[config.mk]
export PLATFORM = sky130hd
export DESIGN_NAME = conv_window_fetch
export DESIGN_NICKNAME = d
export VERILOG_FILES = /design/src/rtl/conv_window_fetch.sv
export SDC_FILE = /design/constraint.sdc
export NUM_CORES = 2
export LEC_CHECK = 0
export CAP_MARGIN = 20
export CORE_MARGIN = 2
export CORE_UTILIZATION = 50
export CTS_BUF_LIST = sky130_fd_sc_hd__clkbuf_8
export DETAILED_ROUTE_END_ITERATION = 10
export GPL_TIMING_DRIVEN = 1
export PLACE_DENSITY = 0.67
export SLEW_MARGIN = 30
export SYNTH_ARGS = -nofsm -noshare
export SYNTH_HDL_FRONTEND = slang
export SYNTH_SLANG_ARGS = --single-unit
[constraint.sdc]
create_clock -name clk -period 8.92 [get_ports clk]
set_input_delay 2.676 -clock clk [delete_from_list [all_inputs] [get_ports clk]]
set_output_delay 2.676 -clock clk [all_outputs]
set_load 0.02 [all_outputs]
[src/rtl/conv_window_fetch.sv]
// Raster-scan SRAM reader that builds 3x3 pixel windows through two line buffers and a skid register.
// Optional feature: define CONV_WIN_FRAME_CNT_EN to add the frame_cnt output.
module conv_window_fetch #(
    parameter int IMG_W  = 128,
    parameter int IMG_H  = 256,
    parameter int ADDR_W = 15
) (
    input  logic              clk,
    input  logic              rst,
    input  logic              start,
    output logic              sram_en,
    output logic              sram_wen,
    output logic [ADDR_W-1:0] sram_addr,
    output logic [7:0]        sram_d,
    input  logic [7:0]        sram_q,
    output logic [71:0]       win,
    output logic [ADDR_W-1:0] win_x,
    output logic [ADDR_W-1:0] win_y,
    output logic              win_valid,
    input  logic              win_ready,
    output logic              busy,
`ifdef CONV_WIN_FRAME_CNT_EN
    output logic [15:0]       frame_cnt,
`endif
    output logic              done
);

    localparam int NPIX = IMG_W * IMG_H;
    localparam int XW   = $clog2(IMG_W);

    typedef enum logic [1:0] {IDLE, RUN, DRAIN, DONE} state_t;

    state_t            state, state_nxt;
    logic [ADDR_W-1:0] rd_addr;
    logic              q_valid;
    logic              skid_full;
    logic [7:0]        skid_data;
    logic [XW-1:0]     px;
    logic [ADDR_W-1:0] py;
    logic [7:0]        lb0 [IMG_W];
    logic [7:0]        lb1 [IMG_W];
    logic [23:0]       col0, col1, col_new;
    logic [71:0]       win_nxt;
    logic [7:0]        pix;
    logic              stall, issue, last_read, pix_take, make_win, last_win_acc;

    assign stall        = win_valid && !win_ready;
    assign issue        = (state == RUN) && !stall && !skid_full;
    assign last_read    = issue && (rd_addr == ADDR_W'(NPIX - 1));
    assign pix_take     = (q_valid || skid_full) && !stall;
    assign pix          = skid_full ? skid_data : sram_q;
    assign make_win     = pix_take && (px >= XW'(2)) && (py >= ADDR_W'(2));
    assign last_win_acc = win_valid && win_ready &&
                          (win_x == ADDR_W'(IMG_W - 2)) && (win_y == ADDR_W'(IMG_H - 2));

    // Column layout is {top, middle, bottom}; win packs k = row*3 + col from the LSB up.
    assign col_new = {lb1[px], lb0[px], pix};
    assign win_nxt = {col_new[7:0],   col1[7:0],   col0[7:0],
                      col_new[15:8],  col1[15:8],  col0[15:8],
                      col_new[23:16], col1[23:16], col0[23:16]};

    assign sram_en   = issue;
    assign sram_wen  = 1'b1;
    assign sram_d    = 8'd0;
    assign sram_addr = rd_addr;

    always_comb begin
        state_nxt = state;
        busy      = 1'b0;
        done      = 1'b0;
        case (state)
            IDLE:  if (start) state_nxt = RUN;
            RUN: begin
                busy = 1'b1;
                if (last_read) state_nxt = DRAIN;
            end
            DRAIN: begin
                busy = 1'b1;
                if (last_win_acc) state_nxt = DONE;
            end
            DONE: begin
                done      = 1'b1;
                state_nxt = IDLE;
            end
            default: state_nxt = IDLE;
        endcase
    end

    always_ff @(posedge clk) begin
        if (rst) begin
            state     <= IDLE;
            rd_addr   <= '0;
            q_valid   <= 1'b0;
            skid_full <= 1'b0;
            skid_data <= 8'd0;
            px        <= '0;
            py        <= '0;
            col0      <= '0;
            col1      <= '0;
            win       <= '0;
            win_x     <= '0;
            win_y     <= '0;
            win_valid <= 1'b0;
        end else begin
            state   <= state_nxt;
            q_valid <= issue;
            if (issue && !last_read) rd_addr <= rd_addr + 1'b1;

            // Read data landing during a stall is parked; reads pause until it drains.
            if (q_valid && stall) begin
                skid_full <= 1'b1;
                skid_data <= sram_q;
            end else if (skid_full && !stall) begin
                skid_full <= 1'b0;
            end

            if (pix_take) begin
                col0 <= col1;
                col1 <= col_new;
                if (px == XW'(IMG_W - 1)) begin
                    px <= '0;
                    py <= py + 1'b1;
                end else begin
                    px <= px + 1'b1;
                end
            end

            if (make_win) begin
                win       <= win_nxt;
                win_x     <= ADDR_W'(px) - ADDR_W'(1);
                win_y     <= py - ADDR_W'(1);
                win_valid <= 1'b1;
            end else if (win_valid && win_ready) begin
                win_valid <= 1'b0;
            end

            if (state == IDLE) begin
                rd_addr <= '0;
                px      <= '0;
                py      <= '0;
            end
        end
    end

    // Line buffer contents need no reset: rows 0 and 1 never reach a window.
    always_ff @(posedge clk) begin
        if (pix_take) begin
            lb1[px] <= lb0[px];
            lb0[px] <= pix;
        end
    end

`ifdef CONV_WIN_FRAME_CNT_EN
    always_ff @(posedge clk) begin
        if (rst) frame_cnt <= 16'd0;
        else if (state == DONE) frame_cnt <= frame_cnt + 16'd1;
    end
`endif

endmodule
# [Word level (Yosys, flattened, before mapping)]
# Memories as Yosys holds them, arrays and structs flattened. A register that Yosys moved wholly into a read port is not among the register bits.
# Index checks and enable logic that the tools add are counted.
[totals] register_bits=200 latch_bits=0 mem_bits_rw=2048 romBits=0 input_bits=12 out_inout_bits=130 wordCells=75 mem_count=2
[classes] n_addsub=5 mul=0 div_mod_pow=0 order_cmp=2 n_eq_ne=10 shifts=0 mux=18 bitwise_logic=0 reduce_logical=25
[mem_list] name="lb0" depth=128 word_bits=8 read_ports=1 rd_clocked_by_memory_dff=1 write_ports=1 line="40" rtl="logic [7:0] lb0 [IMG_W];"
[mem_list] name="lb1" depth=128 word_bits=8 read_ports=1 rd_clocked_by_memory_dff=1 write_ports=1 line="41" rtl="logic [7:0] lb1 [IMG_W];"
[ops] operator="2-to-1 mux 7 bit" n=5
[ops] operator="adder 15 x 1 -> 15 bit (second input constant)" n=2
[ops] operator="== test 15 bit (second input constant)" n=1
[ops] operator="== test 15 x 7 -> 1 bit (second input constant)" n=1
[ops] operator="== test 15 x 8 -> 1 bit (second input constant)" n=1
[ops] operator="greater-or-equal comparator 15 x 2 -> 1 bit (second input constant)" n=1
[ops] operator="subtractor 15 x 1 -> 15 bit (second input constant)" n=1
[ops] operator="logical AND 1 bit" n=13
[ops] operator="2-to-1 mux 1 bit" n=8
[ops] operator="2-to-1 mux 8 bit" n=1
[ops] operator="case mux 2 bit (4 select lines)" n=1
[ops] operator="subtractor 7 x 1 -> 8 bit (second input constant)" n=1
[ops] operator="adder 7 x 1 -> 7 bit (second input constant)" n=1
[ops] operator="== test 7 bit (second input constant)" n=1
[ops] operator="greater-or-equal comparator 7 x 2 -> 1 bit (second input constant)" n=1
[ops] operator="2-to-1 mux 2 bit" n=3
[ops] operator="!= test 2 bit (second input constant)" n=3
[ops] operator="== test 2 bit (second input constant)" n=2
[ops] operator="zero test 1 bit" n=4
[ops] operator="nonzero test 2 bit" n=2
[ops] operator="OR reduction 2 bit" n=2
[ops] operator="AND reduction 3 bit" n=1
[ops] operator="== test 2 x 1 -> 1 bit (second input constant)" n=1
[ops] operator="zero test 2 bit" n=1
[ops] operator="other kinds (2)" n=2

# [Longest topological paths before layout]
[logic_depth] word_depth=8 ltp_mapped=13 ltp_nobuf=8

# [Worst setup path after synthesis]
# OpenSTA, ideal clock, no wires.
[synth_path] path_type="flip-flop to flip-flop" from="register (tool-made name)" to="memory lb1[0][5], data pin" setup_ns=0.935 arrival_ns=5.272 path_slack_ns=2.713 path_stages_with_launch=11 n_path_buf=6 path_cell_list="dfxtp_1 buf_6 buf_8 buf_6 buf_8 buf_6 buf_4 nand3_1 nand4_1 a311oi_1 o221ai_1"
[synth_rtl] item="to (decl)" line="41"

# [Worst setup path in the final report]
[layout_path] from="input port win_ready" to="output port sram_en"
[layout_between] elab_chain_cells=5
[layout_rtl] item="from (decl)" line="20" rtl="input logic win_ready,"
[layout_rtl] item="zero test 1 bit" line="47" rtl="assign stall = win_valid && !win_ready;"
[layout_rtl] item="logical AND 1 bit" line="47"
[layout_rtl] item="zero test 1 bit" line="48" rtl="assign issue = (state == RUN) && !stall && !skid_full;"
[layout_rtl] item="logical AND 1 bit (2 in series)" line="48"
[layout_rtl] item="to (decl)" line="11" rtl="output logic sram_en,"
# Every way passes these cells.

==> flow_metrics.py <==
metrics = {
    "status": {
        "outcome": "completed",
    },
    "critical_path": {
        "crit_path_max_incr_delay_ns": 0.62,
        "critPathMaxFanout": 6,
        "cpMostUsedCell": "clkdlybuf4s50_1",
        "critPathArrivalTime_ns": 4.49,
        "crit_path_start_kind": "input port",
        "cp_slowest_cell": "clkdlybuf4s50_1",
        "end_kind": "output port",
        "path_cells": "clkdlybuf4s50_1, nand2b_1, nand3b_1, inv_1, clkdlybuf4s50_1",
        "required_ns": 6.24,
        "crit_type": "input port to output port",
        "startpoint": "win_ready",
    },
    "clock_tree": {
        "clockRootBuffer": "clkbuf_8",
        "numCtsBuffers": 365,
        "htreeDepth": 5,
        "clockBufferDepth": 4,
        "ctsResizeCount": 0,
        "post_cts_buffers": 0,
        "clkTransAtPathRegs_ns": 0.06,
        "cts_tree": "done",
        "cts.sinks": 2248,
        "clk_latency_ns": 1.09,
        "cts_hold_buf": 0,
    },
    "logic_synthesis": {
        "yosysTopAreaCell": "edfxtp_1",
        "synth_flop_cell": "edfxtp_1",
        "yosysSeqAreaShare": 0.749,
        "synth_cells": 4556,
        "ys_async_sr_fraction": 0,
        "synth-seq-cells": 2248,
        "yosys.cell_types.count": 86,
        "synth_top_area_share": 0.704,
        "avgSynthCellArea_um2": 19.2,
        "ys_warn_count": 0,
        "synth-edff-count": 2048,
        "synth_area_leaders": "edfxtp_1, mux4_2, dfxtp_1",
        "synth_area_um2": 87400,
    },
    "sta": {
        "tightest_slew_ns": 1.09,
        "finalSetupTns_ns": 0,
        "fin_worst_skew_ns": 0.125,
        "max_freq_ghz": 0.139,
        "final-max-slew-violation-count": 0,
        "setup_slack_ns": 1.75,
        "finalCritPeriodShare": 0.804,
        "period_minus_slack_ns": 7.17,
        "setup_viol": 0,
        "hold_viol": 0,
        "relSlewSlack": 0.269,
        "rsz0062_at_grt": "no",
    },
    "layout": {
        "fin_nets": 5017,
        "fillers": 13100,
        "mostFrequentLayoutCells": "edfxtp_1, mux4_2, clkbuf_8",
        "drive_gt1_frac": 0.232,
        "layout_commonest_cell": "edfxtp_1",
        "areaGrowthSynthToFinish_pct": 12.4,
    },
    "pwr": {
        "power_mw": 21.0,
        "power_density_nw_per_um2": 213,
        "leakage_nw": 30.6,
        "max-vdd-ir-drop_uv": 162,
    },
    "grt": {
        "antenna_found_initial": 7,
        "grt_pass1_wl_um": 321000,
        "grt_max_degree": 108,
        "grt.overflow.total": 0,
        "grt_usage": 0.249,
        "grt_pass1_vias": 45600,
    },
    "die": {
        "dieArea_um2": 178000,
        "die_y_um": 422,
        "core.rowCount": 153,
        "die_w_um": 422,
        "io_pins": 142,
        "start_util": 0.503,
        "core-area_um2": 174000,
    },
    "worst_hold_path": {
        "hold_start": "col0[13]$_SDFFE_PP0P_",
        "hold_path.class": "flip-flop to flip-flop",
    },
    "flow_run": {
        "max-cap-violations": 0,
    },
    "placed_design": {
        "dp_hpwl_um": 130000,
        "portBuffers": 132,
        "dp_slack_ns": 1.76,
        "gp_congestion": 0.871,
    },
    "route": {
        "ant_nets": 0,
        "drtPass1Iterations": 6,
        "drc": 0,
        "drt_wl_total_um": 222000,
        "drtIter0Drc": 5737,
        "via_per_inst": 6.10,
        "drt-wirelength-per-cell_um": 29.3,
        "via_count": 46200,
    },
}
## layer usage
metal / global-route usage / vias up / share of wire
met4: 0.0987 / 6 / 0.038
met2: 0.379 / 2485 / 0.46
met1: 0.347 / 24000 / 0.40
met3: 0.0615 / 413 / 0.10
met5: 0 / - / 0.00016
li1: - / 19300 / -
## critical path, delay by kind of cell
kind | cells | cell delay, ns
buffers and inverters | 3 | 1.28
AND/OR/NAND/NOR | 2 | 0.53
## path summary, 6_finish.rpt
check,endpoint,slack [ns],cells past startpoint
max,sram_en,1.75,5
min,win[29]$_SDFFE_PP0P_,0.45,2
max reg2reg,lb1[116][6]$_DFFE_PP_,3.46,9
min reg2reg,win[29]$_SDFFE_PP0P_,0.45,2
## final cells by class
type / count / area, µm² / area share
tap: 2325 / 2910 / 0.0296
timing repair buffer: 351 / 3130 / 0.0318
clock inverter: 235 / 1120 / 0.0115
clock buffer: 381 / 5240 / 0.0534
multi-input combinational: 2000 / 20200 / 0.205
sequential: 2248 / 65500 / 0.667
inverter: 28 / 138 / 0.00140
antenna: 5 / 12.5 / 0.000127
## cells by family (layout without fill, tap and decap cells)
kind of cell,count (synthesis),after routing,synth area share
flops,2248,2248,0.749
simple gates,821,821,0.0401
mux,680,680,0.148
compound gates,432,432,0.0340
buf+inv,315,995,0.0227
xor+xnor,47,47,0.00471
fa+ha+maj,11,11,0.00157
other cells,2,14,0.0000859
## where the power goes
| part | total (mW) | switching (mW) | internal (mW) |
|---|---|---|---|
| combinational | 1.20 | 0.848 | 0.352 |
| sequential | 11.8 | 0.0410 | 11.7 |
| clock | 7.98 | 3.89 | 4.09 |
## synth_stat cells (all sizes together) (16+ instances only)
cell	instances
inv	27
mux4	482
mux2i	170
dfxtp	200
xor2	26
a21oi	136
a22oi	27
nor2	297
clkbuf	107
edfxtp	2048
o221ai	35
mux2	28
o22ai	20
nand2	323
o21ai	44
buf	180
xnor2	21
a211oi	52
nor2b	16
nand3	61
nor3	41
## registers in the layout, summed over array words and instances, names as in the netlist, named ones only
signal / cells
sram_addr: 15
win_y: 15
skid_data: 8
col1: 24
py: 15
state: 2
win: 72
win_x: 8
win_valid: 1
col0: 24
q_valid: 1
px: 7
lb1: 1024
skid_full: 1
lb0: 1024
## through the flow
| stage | hold slack [ns] | instances | util | area, µm² |
|---|---|---|---|---|
| 2_1_floorplan | 0.432 | 4563 | - | 87400 |
| 3_3_place_gp | 0.438 | 6946 | 0.527 | 91700 |
| 3_5_place_dp | 0.445 | 6948 | 0.528 | 91700 |
| 4_1_cts | 0.452 | 7564 | 0.564 | 98100 |
| 5_1_grt | 0.468 | 7569 | 0.565 | 98200 |
| 6_report | 0.449 | 7573 | 0.565 | 98200 |
Note: power is estimated with default switching activity, not from simulation.
